===== src/rtl/cbf_pkg.sv =====
// Shared constants for the counting-Bloom-filter controller: opcodes, FSM encoding,
// and parameter defaults.
package cbf_pkg;

  localparam int KEY_W_DEF  = 16;
  localparam int ADDR_W_DEF = 6;
  localparam int K_DEF      = 3;

  localparam logic [1:0] OP_QUERY  = 2'b00;
  localparam logic [1:0] OP_INSERT = 2'b01;
  localparam logic [1:0] OP_DELETE = 2'b10;
  localparam logic [1:0] OP_RSVD   = 2'b11;

  typedef enum logic [2:0] {
    IDLE   = 3'd0,
    HASH   = 3'd1,
    PROBE  = 3'd2,
    UPDATE = 3'd3,
    RESP   = 3'd4
  } state_t;

endpackage


===== src/rtl/cbf_hash_gen.sv =====
// Three combinational hash functions mapping a request key onto counter-cell indices.
// The mixing uses key bits [15:0] and produces 6-bit indices.
module cbf_hash_gen
  import cbf_pkg::*;
#(
  parameter int KEY_W  = KEY_W_DEF,
  parameter int ADDR_W = ADDR_W_DEF
) (
  input  logic [KEY_W-1:0]  key,
  output logic [ADDR_W-1:0] h0,
  output logic [ADDR_W-1:0] h1,
  output logic [ADDR_W-1:0] h2
);

  logic [5:0] lo_s;
  logic [5:0] mid_s;
  logic [5:0] hi_s;
  logic [5:0] mix_s;
  logic [5:0] sum_s;

  // Slice the key into the fields the hashes combine; the sum wraps modulo 64.
  always_comb begin
    lo_s  = key[5:0];
    mid_s = key[11:6];
    hi_s  = key[15:10];
    mix_s = {key[15:12], key[1:0]};
    sum_s = lo_s + hi_s;
  end

  assign h0 = ADDR_W'(lo_s ^ mid_s);
  assign h1 = ADDR_W'(mid_s ^ mix_s);
  assign h2 = ADDR_W'(sum_s);

endmodule


===== src/rtl/cbf_controller.sv =====
// Counting Bloom filter controller: hashes a key, probes K counter cells, then
// optionally increments/decrements them and returns a flagged response.
module cbf_controller
  import cbf_pkg::*;
#(
  parameter int KEY_W  = KEY_W_DEF,
  parameter int ADDR_W = ADDR_W_DEF,
  parameter int K      = K_DEF
) (
  input  logic              CLK,
  input  logic              rstb,
  input  logic              req_valid,
  input  logic [1:0]        req_op,
  input  logic [KEY_W-1:0]  req_key,
  output logic              req_ready,
  output logic              resp_valid,
  input  logic              resp_ready,
  output logic              resp_hit,
  output logic              resp_ovf,
  output logic              resp_err,
  output logic [ADDR_W-1:0] cnt_addr,
  output logic              cnt_we,
  output logic              cnt_inc,
  input  logic              cnt_zero,
  input  logic              cnt_of
);

  localparam logic [1:0] LAST_IDX = 2'(K - 1);

  state_t             state_r, state_s;
  logic [1:0]         op_r;
  logic [KEY_W-1:0]   key_r;
  logic [1:0]         idx_r, idx_s;
  logic [ADDR_W-1:0]  h0_r, h1_r, h2_r;
  logic [ADDR_W-1:0]  hg0_s, hg1_s, hg2_s;
  logic               any_zero_r, any_zero_s;
  logic               any_of_r, any_of_s;
  logic               zsum_s, osum_s;
  logic               latch_s, load_h_s;
  logic               hit_s, ovf_s, err_s, we_s, inc_s;
  logic [ADDR_W-1:0]  addr_s;

  cbf_hash_gen #(.KEY_W(KEY_W), .ADDR_W(ADDR_W)) u_hash (
    .key (key_r),
    .h0  (hg0_s),
    .h1  (hg1_s),
    .h2  (hg2_s)
  );

  function automatic logic [ADDR_W-1:0] sel_h(input logic [1:0] idx,
                                               input logic [ADDR_W-1:0] a,
                                               input logic [ADDR_W-1:0] b,
                                               input logic [ADDR_W-1:0] c);
    case (idx)
      2'd0:    sel_h = a;
      2'd1:    sel_h = b;
      default: sel_h = c;
    endcase
  endfunction

  // Next-state and next-output logic; outputs are registered, so each branch
  // prepares what the cell interface must show during the following cycle.
  always_comb begin
    state_s    = state_r;
    idx_s      = idx_r;
    any_zero_s = any_zero_r;
    any_of_s   = any_of_r;
    hit_s      = resp_hit;
    ovf_s      = resp_ovf;
    err_s      = resp_err;
    inc_s      = cnt_inc;
    we_s       = 1'b0;
    addr_s     = '0;
    latch_s    = 1'b0;
    load_h_s   = 1'b0;
    zsum_s     = any_zero_r | cnt_zero;
    osum_s     = any_of_r | cnt_of;
    case (state_r)
      IDLE: begin
        if (req_valid) begin
          latch_s    = 1'b1;
          idx_s      = 2'd0;
          any_zero_s = 1'b0;
          any_of_s   = 1'b0;
          hit_s      = 1'b0;
          ovf_s      = 1'b0;
          err_s      = 1'b0;
          if (req_op == OP_RSVD) begin
            state_s = RESP;
            err_s   = 1'b1;
          end else begin
            state_s = HASH;
          end
        end else begin
          state_s = IDLE;
        end
      end
      HASH: begin
        load_h_s = 1'b1;
        idx_s    = 2'd0;
        state_s  = PROBE;
        addr_s   = hg0_s;
      end
      PROBE: begin
        any_zero_s = zsum_s;
        any_of_s   = osum_s;
        if (idx_r == LAST_IDX) begin
          idx_s = 2'd0;
          case (op_r)
            OP_QUERY: begin
              state_s = RESP;
              hit_s   = ~zsum_s;
            end
            OP_INSERT: begin
              if (osum_s) begin
                state_s = RESP;
                ovf_s   = 1'b1;
              end else begin
                state_s = UPDATE;
                we_s    = 1'b1;
                inc_s   = 1'b1;
                addr_s  = h0_r;
              end
            end
            OP_DELETE: begin
              if (zsum_s) begin
                state_s = RESP;
                err_s   = 1'b1;
              end else begin
                state_s = UPDATE;
                we_s    = 1'b1;
                inc_s   = 1'b0;
                addr_s  = h0_r;
              end
            end
            default: begin
              state_s = RESP;
              err_s   = 1'b1;
            end
          endcase
        end else begin
          idx_s  = idx_r + 2'd1;
          addr_s = sel_h(idx_r + 2'd1, h0_r, h1_r, h2_r);
        end
      end
      UPDATE: begin
        if (idx_r == LAST_IDX) begin
          idx_s   = 2'd0;
          state_s = RESP;
          hit_s   = 1'b1;
        end else begin
          idx_s  = idx_r + 2'd1;
          we_s   = 1'b1;
          addr_s = sel_h(idx_r + 2'd1, h0_r, h1_r, h2_r);
        end
      end
      RESP: begin
        if (resp_ready) begin
          state_s = IDLE;
          hit_s   = 1'b0;
          ovf_s   = 1'b0;
          err_s   = 1'b0;
        end else begin
          state_s = RESP;
        end
      end
      default: begin
        state_s = IDLE;
      end
    endcase
  end

  // State, datapath and registered outputs; reset aborts any operation in flight.
  always_ff @(posedge CLK or posedge rstb) begin
    if (rstb) begin
      state_r    <= IDLE;
      op_r       <= 2'b00;
      key_r      <= '0;
      idx_r      <= 2'd0;
      h0_r       <= '0;
      h1_r       <= '0;
      h2_r       <= '0;
      any_zero_r <= 1'b0;
      any_of_r   <= 1'b0;
      req_ready  <= 1'b1;
      resp_valid <= 1'b0;
      resp_hit   <= 1'b0;
      resp_ovf   <= 1'b0;
      resp_err   <= 1'b0;
      cnt_addr   <= '0;
      cnt_we     <= 1'b0;
      cnt_inc    <= 1'b0;
    end else begin
      state_r    <= state_s;
      idx_r      <= idx_s;
      any_zero_r <= any_zero_s;
      any_of_r   <= any_of_s;
      if (latch_s) begin
        op_r  <= req_op;
        key_r <= req_key;
      end
      if (load_h_s) begin
        h0_r <= hg0_s;
        h1_r <= hg1_s;
        h2_r <= hg2_s;
      end
      req_ready  <= (state_s == IDLE);
      resp_valid <= (state_s == RESP);
      resp_hit   <= hit_s;
      resp_ovf   <= ovf_s;
      resp_err   <= err_s;
      cnt_addr   <= addr_s;
      cnt_we     <= we_s;
      cnt_inc    <= inc_s;
    end
  end

endmodule


===== config.mk =====
export PLATFORM = sky130hd
export DESIGN_NAME = cbf_controller
export DESIGN_NICKNAME = d
export VERILOG_FILES = /design/src/rtl/cbf_pkg.sv /design/src/rtl/cbf_hash_gen.sv /design/src/rtl/cbf_controller.sv
export SDC_FILE = /design/constraint.sdc
export NUM_CORES = 1
export LEC_CHECK = 0
export CORE_UTILIZATION = 59
export CTS_CLUSTER_SIZE = 25
export DETAILED_ROUTE_END_ITERATION = 8
export PLACE_DENSITY_LB_ADDON = 0.2
export SYNTH_ARGS = -nofsm -noshare
export SYNTH_HDL_FRONTEND = slang
export SYNTH_SLANG_ARGS = --single-unit

===== constraint.sdc =====
create_clock -name CLK -period 4.6 [get_ports CLK]
set_input_delay 0.92 -clock CLK [delete_from_list [all_inputs] [get_ports CLK]]
set_output_delay 0.92 -clock CLK [all_outputs]
set_load 0.005 [all_outputs]

==> results of run 1 <==
[final cells by class]
| type | count | share of cell area |
|---|---|---|
| timing repair buffer | 37 | 0.1152 |
| clock inverter | 2 | 0.01176 |
| tap | 52 | 0.02038 |
| sequential | 54 | 0.4236 |
| multi-input combinational | 176 | 0.3887 |
| inverter | 15 | 0.01763 |
| clock buffer | 6 | 0.02273 |
[placed cells by master, fill, tap and decap left out, types with 8 or more instances in the layout]
| cell type | netlist | final |
|---|---|---|
| a21oi_1 | 8 | 8 |
| clkdlybuf4s50_1 | 0 | 36 |
| dfrtp_1 | 53 | 53 |
| ha_1 | 13 | 13 |
| inv_1 | 15 | 14 |
| mux2_2 | 15 | 15 |
| nand2_1 | 25 | 25 |
| nor2_1 | 21 | 21 |
| o21ai_0 | 22 | 22 |
| xnor2_1 | 11 | 11 |
[registers in the layout, indices dropped and copies added, names as in the netlist]
register    flops
key_r          16
cnt_addr        6
h0_r            6
h2_r            6
h1_r            4
state_r         3
idx_r           2
op_r            2
any_of_r        1
any_zero_r      1
cnt_inc         1
cnt_we          1
req_ready       1
resp_err        1
resp_hit        1
resp_ovf        1
resp_valid      1
[cells by family after synthesis]
| group | synth area share |
|---|---|
| XOR/XNOR | 0.04522 |
| flip-flops | 0.4988 |
| buffers and inverters | 0.04337 |
| multiplexers | 0.06599 |
| AND/OR/NAND/NOR | 0.1177 |
| adder cells (fa/ha/maj) | 0.06738 |
| AO/OA/AOI/OAI | 0.1615 |
[power groups by stage]
stage	Sequential [W]	Combinational (W)	Clock [W]
CTS	0.000887	0.00107	0.000320
floorplan	0.000835	0.000833	0
detailed placement	0.000895	0.00106	0
global placement	0.000881	0.00102	0
global route	0.000923	0.00120	0.000340
finish	0.000886	0.00107	0.000315
[metal layers]
metal  share of wire  vias to the layer above  global-route usage
met3           0.040                        7             0.04506
met5               0                        -                   0
met4           0.012                        0             0.07778
li1                -                      957                   -
met1            0.50                      922              0.3548
met2            0.45                       46              0.3643
[stage by stage]
stage,instance area (sq um),power [W],util,hold WS (ns),cells
global placement,3083,0.001904,0.7032,0.4608,334
global route,3193,0.002462,0.7283,0.5126,342
CTS,3193,0.002276,0.7283,0.4913,342
finish,3193,0.002273,0.7283,0.4903,342
floorplan,2711,0.001669,-,0.4468,255
detailed placement,3083,0.001952,0.7032,0.4701,334
[path summary, 6_finish.rpt]
kind / start / end / slack, ns / depth (start not counted)
max in group asynchronous: rstb / idx_r[0]$_DFFE_PP0P_ / 2.74 / 2
min in group asynchronous: rstb / key_r[15]$_DFFE_PP0P_ / 1.20 / 2
max: req_valid / key_r[7]$_DFFE_PP0P_ / 2.01 / 4
max reg2reg: state_r[0]$_DFF_PP0_ / key_r[7]$_DFFE_PP0P_ / 2.35 / 4
min: h0_r[1]$_DFFE_PP0P_ / h0_r[1]$_DFFE_PP0P_ / 0.49 / 1
min reg2reg: h0_r[1]$_DFFE_PP0P_ / h0_r[1]$_DFFE_PP0P_ / 0.49 / 1
==> results.py, run 1 <==
metrics = {
    "placement": {
        "port_buffers": 36,
        "hpwlAfterDp_um": 3749,
        "dp_worst_setup_slack_ns": 1.708,
        "globalplace.congestion": 0.8259,
    },
    "critical_path": {
        "end_kind": "register",
        "path_cells": "clkdlybuf4s50_1 -> nor3b_4 -> buf_4 -> mux2_2",
        "arrival_ns": 2.78,
        "path_buf_inv": 2,
        "max_stage_delay_ns": 0.63,
        "crit_family": "buffers and inverters",
        "cp_max_fo": 16,
        "start_kind": "primary input",
        "worstSetupPathType": "primary input to register",
        "crit_required_ns": 4.79,
        "slowest_stage": "nor3b_4",
    },
    "floorplanning": {
        "start_util": 0.6184,
        "die_x_um": 69.79,
        "die_y_um": 69.79,
        "rows": 24,
        "die-area_sq_mm": 0.004871,
        "core_sq_mm": 0.004384,
        "top_level_ports": 37,
    },
    "synthesis": {
        "yosys-top-cells-area": "dfrtp_1 (49%), mux2_2 (6.2%), ha_1 (6.0%), o21ai_0 (4.1%), xnor2_1 (3.6%)",
        "syn-cell-area_sq_mm": 0.002711,
        "yosys.cell_types.count": 40,
        "yosysWarnings": 0,
        "synth_most_common_cell": "dfrtp_1",
        "synthCells": 255,
        "yosys-top-cells-count": "dfrtp_1 (53), nand2_1 (25), o21ai_0 (22), nor2_1 (21)",
        "syn_nets": 293,
        "yosysSeqAreaShare": 0.4988,
        "synth_area_per_cell_sq_um": 10.63,
        "yosys.area.top_type": "dfrtp_1",
        "async_flop_share": 1.000,
        "synth.top_cell.area_share": 0.4892,
        "ys_ff_latch": 54,
        "synthFlopType": "dfrtp_1",
        "synth-edff-count": 0,
    },
    "detailed_routing": {
        "wire_per_inst_um": 15.18,
        "drtIter0Drc": 145,
        "avgViaCountPerCell": 5.649,
        "routed_wl_um": 5192,
        "num_vias": 1932,
        "final_antenna_net_count": 0,
        "drc_errors": 0,
        "firstDrtPassIters": 4,
    },
    "sta": {
        "drv_slew": 0,
        "setup_violations": 0,
        "max_freq_mhz": 386.6,
        "clock_skew_ns": 0.008990,
        "tns_ns": 0,
        "grt_setup_unrepaired": "false",
        "fin_ws_ns": 2.013,
        "worstMarginPinSlew_ns": 1.085,
        "relSlewSlack": 0.2754,
        "fin_crit_ns": 2.587,
        "min_period_over_period": 0.5624,
        "finalHoldViolCount": 0,
    },
    "clock_tree": {
        "clk_pin_slew_ns": 0.09,
        "h-tree-depth": 2,
        "post_cts_buffers": 0,
        "cts_buffers": 5,
        "clock_latency_ns": 0.31,
        "cts_tree": "yes",
        "postCtsHoldBufs": 0,
        "clockRootBuffer": "clkbuf_8",
        "clock-sinks": 54,
        "ctsResizeCount": 0,
        "cts_buffer_depth": 2,
    },
    "final_layout": {
        "fillers": 325,
        "n_antenna_cell": 0,
        "seqCellArea_sq_mm": 0.001353,
        "layout-drive-gt1-share": 0.09310,
        "multi_input_area_sq_mm": 0.001241,
        "syn_to_final_growth_pct": 17.77,
        "fin_nets": 327,
    },
    "power_and_ir_drop": {
        "p_leak_nw": 1.418,
        "seqPwrFrac": 0.390,
        "p_int_w": 0.001394,
        "swShare": 0.3869,
        "pwr_density_cell_mw_per_mm2": 711.9,
        "p_switching_w": 0.0008795,
        "vdd_ir_drop_max_v": 0.0003906,
        "power_frac_clock": 0.139,
        "combPwrFrac": 0.472,
    },
    "hold_path": {
        "hold_class": "register to register",
    },
    "global_route": {
        "grt_usage": 0.2416,
        "grt_pass1_vias": 1929,
        "grt_max_degree": 55,
        "grt_overflow": 0,
        "grt_pass1_wl_um": 9197,
        "antenna_found_initial": 0,
    },
    "run": {
        "cap_violations": 0,
    },
    "run_status": {
        "status": "finished, final reports clean",
    },
}
Note: power is estimated with default switching activity, not from simulation.
==> run 2: changes to the inputs <==
--- a/config.mk
+++ b/config.mk
@@ -5,7 +5,7 @@
 export SDC_FILE = /design/constraint.sdc
 export NUM_CORES = 1
 export LEC_CHECK = 0
-export CORE_UTILIZATION = 59
+export CORE_UTILIZATION = 54
 export CTS_CLUSTER_SIZE = 25
 export DETAILED_ROUTE_END_ITERATION = 8
 export PLACE_DENSITY_LB_ADDON = 0.2
==> constraint.sdc (replaced) <==
create_clock -name CLK -period 2.5 [get_ports CLK]
set_input_delay 0.5 -clock CLK [delete_from_list [all_inputs] [get_ports CLK]]
set_output_delay 0.5 -clock CLK [all_outputs]
set_load 0.005 [all_outputs]
==> results.py, run 2 (synthesis gave the netlist of run 1 again) <==
metrics = {
    "final_layout": {
        "top_register": "key_r",
        "syn_to_final_growth_pct": 19.43,
        "fin_util": 0.6766,
        "seqCellArea_sq_mm": 0.001353,
        "layout-drive-gt1-share": 0.1027,
        "multi_input_area_sq_mm": 0.001241,
        "layout_commonest_cell": "dfrtp_1",
        "fillers": 392,
        "n_antenna_cell": 0,
        "fin_nets": 329,
        "largest_register_ffs": 16,
        "final_cell_mix": "dfrtp_1 (53), clkdlybuf4s50_1 (36), nand2_1 (25)",
    },
    "clock_tree": {
        "clockRootBuffer": "clkbuf_8",
        "h-tree-depth": 2,
        "clk_pin_slew_ns": 0.10,
        "cts_buffer_depth": 2,
        "clock_latency_ns": 0.31,
        "cts_tree": "yes",
        "cts_buffers": 5,
        "post_cts_buffers": 0,
        "ctsResizeCount": 0,
        "postCtsHoldBufs": 0,
        "clock-sinks": 54,
    },
    "critical_path": {
        "arrival_ns": 2.25,
        "r2r_cells": 6,
        "worstSetupPathType": "register to register",
        "r2r-end": "resp_valid$_DFF_PP0_",
        "worstSetupStartpoint": "op_r[0]$_DFFE_PP0P_",
        "ff2ff_setup_slack_ns": 0.45,
        "crit_required_ns": 2.70,
        "max_stage_delay_ns": 0.49,
        "end_kind": "register",
        "rr_startpoint": "op_r[0]$_DFFE_PP0P_",
        "cp_max_fo": 4,
        "slowest_stage": "nor3b_1",
        "path_cells": "inv_1 -> ha_1 -> nor3b_1 -> o21ai_0 -> a311oi_1 -> nor2_1",
        "start_kind": "register",
    },
    "detailed_routing": {
        "num_vias": 1948,
        "routed_wl_um": 5074,
        "drtIter0Drc": 120,
        "route.met2.wl_um": 2233,
        "firstDrtPassIters": 4,
        "drc_errors": 0,
        "met1Wirelength_um": 2541,
        "wire_per_inst_um": 14.13,
        "wl_met3_um": 219,
        "routed.top_layer": "met4",
        "avgViaCountPerCell": 5.426,
        "final_antenna_net_count": 0,
    },
    "hold_path": {
        "hold_class": "register to register",
        "min_to": "h2_r[1]$_DFFE_PP0P_",
        "worstHoldStart": "h2_r[1]$_DFFE_PP0P_",
        "whs_path_depth": 2,
    },
    "sta": {
        "grt_setup_unrepaired": "false",
        "finalHoldViolCount": 0,
        "min_period_over_period": 0.8209,
        "drv_slew": 0,
        "max_freq_mhz": 487.2,
        "relSlewSlack": 0.6285,
        "worstMarginPinSlew_ns": 0.5552,
        "tns_ns": 0,
        "clock_skew_ns": 0.008469,
        "setup_violations": 0,
        "fin_crit_ns": 2.052,
    },
    "placement": {
        "port_buffers": 36,
        "globalplace.congestion": 0.9453,
        "hpwlAfterDp_um": 3795,
    },
    "power_and_ir_drop": {
        "p_switching_w": 0.001612,
        "power_frac_clock": 0.140,
        "pwr_density_cell_mw_per_mm2": 1293,
        "p_leak_nw": 1.438,
        "vdd_ir_drop_max_v": 0.0005811,
        "swShare": 0.3848,
        "combPwrFrac": 0.470,
        "seqPwrFrac": 0.390,
        "p_int_w": 0.002576,
    },
    "global_route": {
        "grt_pass1_wl_um": 8928,
        "grt_max_degree": 31,
        "grt_overflow": 0,
        "grt_pass1_vias": 1825,
        "antenna_found_initial": 0,
        "grt_usage": 0.2228,
    },
    "floorplanning": {
        "rows": 25,
        "die_y_um": 72.86,
        "die_x_um": 72.86,
        "core_sq_mm": 0.004786,
        "start_util": 0.5665,
        "top_level_ports": 37,
        "die-area_sq_mm": 0.005309,
    },
    "run_status": {
        "status": "finished, final reports clean",
    },
    "run": {
        "cap_violations": 0,
    },
}
-- run 2: critical path: cells and delay by family (launching register included) --
family | cells | cell delay, ns
AOI/OAI and AO/OA | 2 | 0.66
buffers and inverters | 1 | 0.10
DFF | 1 | 0.41
adders and majority gates | 1 | 0.20
and+or+nand+nor | 2 | 0.56
-- run 2: power groups by stage --
| stage | clock network (W) | registers (W) | logic [W] |
|---|---|---|---|
| after detailed placement | 0 | 0.00165 | 0.00197 |
| after global placement | 0 | 0.00163 | 0.00192 |
| after global routing | 0.000627 | 0.00169 | 0.00223 |
| after CTS | 0.000592 | 0.00163 | 0.00198 |
| final | 0.000586 | 0.00163 | 0.00197 |
| after floorplan | 0 | 0.00154 | 0.00153 |
-- run 2: metal layers --
metal,GRT usage,up-vias
met2,0.3229,49
met1,0.3318,922
li1,-,970
met3,0.04420,7
met4,0.08061,0
met5,0,-
-- run 2: worst max path at each step --
stage / end / slack (ns) / cells past startpoint
after CTS: resp_valid$_DFF_PP0_ / 0.49 / 6
after global placement: resp_valid$_DFF_PP0_ / 0.31 / 5
after floorplan: any_of_r$_DFFE_PP0P_ / 0.69 / 1
after detailed placement: resp_valid$_DFF_PP0_ / 0.24 / 5
final: resp_valid$_DFF_PP0_ / 0.45 / 6
after global routing: resp_valid$_DFF_PP0_ / 0.21 / 6
-- run 2: area by class of cell --
type                       instances  share of cell area
sequential                        54              0.4177
clock buffer                       5             0.02125
inverter                          15             0.01739
clock inverter                     3             0.01236
timing repair buffer              39              0.1221
multi-input combinational        176              0.3833
tap                               67             0.02589
-- run 2: per-stage QoR --
stage                     power, W  instances  hold slack [ns]  setup WS, ns  area, sq um
after floorplan           0.003070        255           0.4468        0.6871         2711
after global placement    0.003546        351           0.4614        0.3121         3129
after detailed placement  0.003619        351           0.4700        0.2386         3129
after CTS                 0.004202        359           0.4914        0.4884         3238
after global routing      0.004549        359           0.5260        0.2111         3238
final                     0.004188        359           0.4870        0.4476         3238
==> run 3: changes to the inputs <==
==> constraint.sdc (replaced) <==
create_clock -name CLK -period 2.1 [get_ports CLK]
set_input_delay 0.42 -clock CLK [delete_from_list [all_inputs] [get_ports CLK]]
set_output_delay 0.42 -clock CLK [all_outputs]
set_load 0.005 [all_outputs]
==> results.py, run 3 (synthesis gave the netlist of run 1 again) <==
metrics = {
    "power_and_ir_drop": {
        "swShare": 0.3951,
        "pwr_density_cell_mw_per_mm2": 1533,
        "finalPower_w": 0.004967,
        "vdd_ir_drop_max_v": 0.0007183,
        "p_leak_nw": 1.438,
        "p_int_w": 0.003004,
        "seqPwrFrac": 0.387,
        "power_frac_clock": 0.120,
        "combPwrFrac": 0.492,
        "p_switching_w": 0.001963,
    },
    "global_route": {
        "grt_overflow": 0,
        "grt_pass1_wl_um": 9149,
        "use_met1": 0.3346,
        "grt_usage": 0.2308,
        "grt.met2_usage": 0.3510,
        "grt_pass1_vias": 1927,
        "grt.busiest_layer": "met2",
        "use_met3": 0.04972,
        "antenna_found_initial": 0,
        "grt_max_degree": 55,
    },
    "final_layout": {
        "top_register": "key_r",
        "layout_commonest_cell": "dfrtp_1",
        "fin_nets": 330,
        "layout-drive-gt1-share": 0.1024,
        "syn_to_final_growth_pct": 19.52,
        "final_cell_mix": "dfrtp_1 (53), clkdlybuf4s50_1 (36), nand2_1 (25)",
        "fillers": 398,
        "largest_register_ffs": 16,
        "n_antenna_cell": 0,
        "final_cell_area_sq_mm": 0.003241,
    },
    "detailed_routing": {
        "wire_per_inst_um": 14.81,
        "final_antenna_net_count": 0,
        "routed_wl_um": 5330,
        "num_vias": 1952,
        "avgViaCountPerCell": 5.422,
        "drc_errors": 0,
        "firstDrtPassIters": 4,
        "drtIter0Drc": 241,
    },
    "sta": {
        "max_freq_mhz": 529.4,
        "min_period_over_period": 0.8995,
        "fin_crit_ns": 1.889,
        "finalHoldViolCount": 0,
        "drv_slew": 0,
        "grt_setup_unrepaired": "false",
        "setup_violations": 0,
        "relSlewSlack": 0.6118,
        "clock_skew_ns": 0.009498,
        "worstMarginPinSlew_ns": 0.5802,
        "tns_ns": 0,
    },
    "critical_path": {
        "rr_startpoint": "op_r[0]$_DFFE_PP0P_",
        "path_cells": "inv_1 -> ha_1 -> nor3b_1 -> o21ai_0 -> a311oi_1 -> nor2_1",
        "r2r_cells": 6,
        "max_stage_delay_ns": 0.42,
        "worstSetupPathType": "register to register",
        "crit_end": "resp_valid$_DFF_PP0_",
        "cp_max_fo": 3,
        "start_kind": "register",
        "ff2ff_setup_slack_ns": 0.21,
        "arrival_ns": 2.08,
        "worstSetupStartpoint": "op_r[0]$_DFFE_PP0P_",
        "end_kind": "register",
        "r2r-end": "resp_valid$_DFF_PP0_",
        "slowest_stage": "dfrtp_1",
        "crit_required_ns": 2.29,
    },
    "clock_tree": {
        "postCtsHoldBufs": 0,
        "ctsResizeCount": 0,
        "post_cts_buffers": 0,
        "cts_tree": "yes",
        "h-tree-depth": 2,
        "clock-sinks": 54,
        "clock_latency_ns": 0.32,
        "clk_pin_slew_ns": 0.10,
        "cts_buffer_depth": 2,
        "clockRootBuffer": "clkbuf_8",
        "cts_buffers": 5,
    },
    "placement": {
        "dpl_cell_area_sq_mm": 0.003149,
        "globalplace.congestion": 0.9593,
        "port_buffers": 36,
        "hpwlAfterDp_um": 3828,
    },
    "floorplanning": {
        "top_level_ports": 37,
        "rows": 25,
        "die_y_um": 72.86,
        "core_sq_mm": 0.004786,
        "die-area_sq_mm": 0.005309,
        "die_x_um": 72.86,
        "start_util": 0.5665,
    },
    "hold_path": {
        "hold_class": "primary input to async pin",
    },
    "run": {
        "cap_violations": 0,
    },
    "run_status": {
        "status": "finished, final reports clean",
    },
}
[run 3: worst min-delay path by stage]
stage,from,endpoint,slack (ns),cells after the start
3_5_place_dp,h0_r[0]$_DFFE_PP0P_,h0_r[0]$_DFFE_PP0P_,0.47,1
5_1_grt,rstb,cnt_addr[0]$_DFF_PP0_,0.50,3
2_1_floorplan,h2_r[0]$_DFFE_PP0P_,h2_r[0]$_DFFE_PP0P_,0.45,2
4_1_cts,rstb,h1_r[2]$_DFFE_PP0P_,0.49,3
6_report,rstb,cnt_addr[0]$_DFF_PP0_,0.47,3
3_3_place_gp,h0_r[0]$_DFFE_PP0P_,h0_r[0]$_DFFE_PP0P_,0.46,1
[run 3: cell type report]
type	instances	area [sq um]	area share
sequential	54	1353	0.4174
clock buffer	7	86.33	0.02664
inverter	15	56.30	0.01737
multi-input combinational	176	1241	0.3830
tap	67	83.83	0.02587
clock inverter	1	5.005	0.001544
timing repair buffer	40	415.4	0.1282
[run 3: routing by layer]
layer / up-vias / share of wire
li1: 964 / -
met1: 927 / 0.47
met2: 55 / 0.47
met3: 6 / 0.048
met4: 0 / 0.011
met5: - / 0
[run 3: power groups by stage]
| stage | Clock [W] | Combinational, W | Sequential, W |
|---|---|---|---|
| global route | 0.000651 | 0.00273 | 0.00199 |
| CTS | 0.000609 | 0.00244 | 0.00192 |
| detailed placement | 0 | 0.00241 | 0.00194 |
| finish | 0.000598 | 0.00245 | 0.00192 |
| floorplan | 0 | 0.00183 | 0.00183 |
| global placement | 0 | 0.00232 | 0.00191 |
[run 3: stage by stage]
step                      std cells  hold slack (ns)    util  setup slack (ns)
after floorplan                 255           0.4468       -            0.3024
after global placement          352           0.4607  0.6580           0.08928
after detailed placement        352           0.4698  0.6580           0.08220
after CTS                       360           0.4905  0.6771            0.2709
after global routing            360           0.5014  0.6771           0.01272
final                           360           0.4670  0.6771            0.2111
[run 3: worst max-delay path: cells and delay by family, from the launching register on]
family                     cells  cell delay, ns
and+or+nand+nor                2            0.43
DFF                            1            0.42
AOI/OAI and AO/OA              2            0.61
adders and majority gates      1            0.20
buffers and inverters          1            0.11
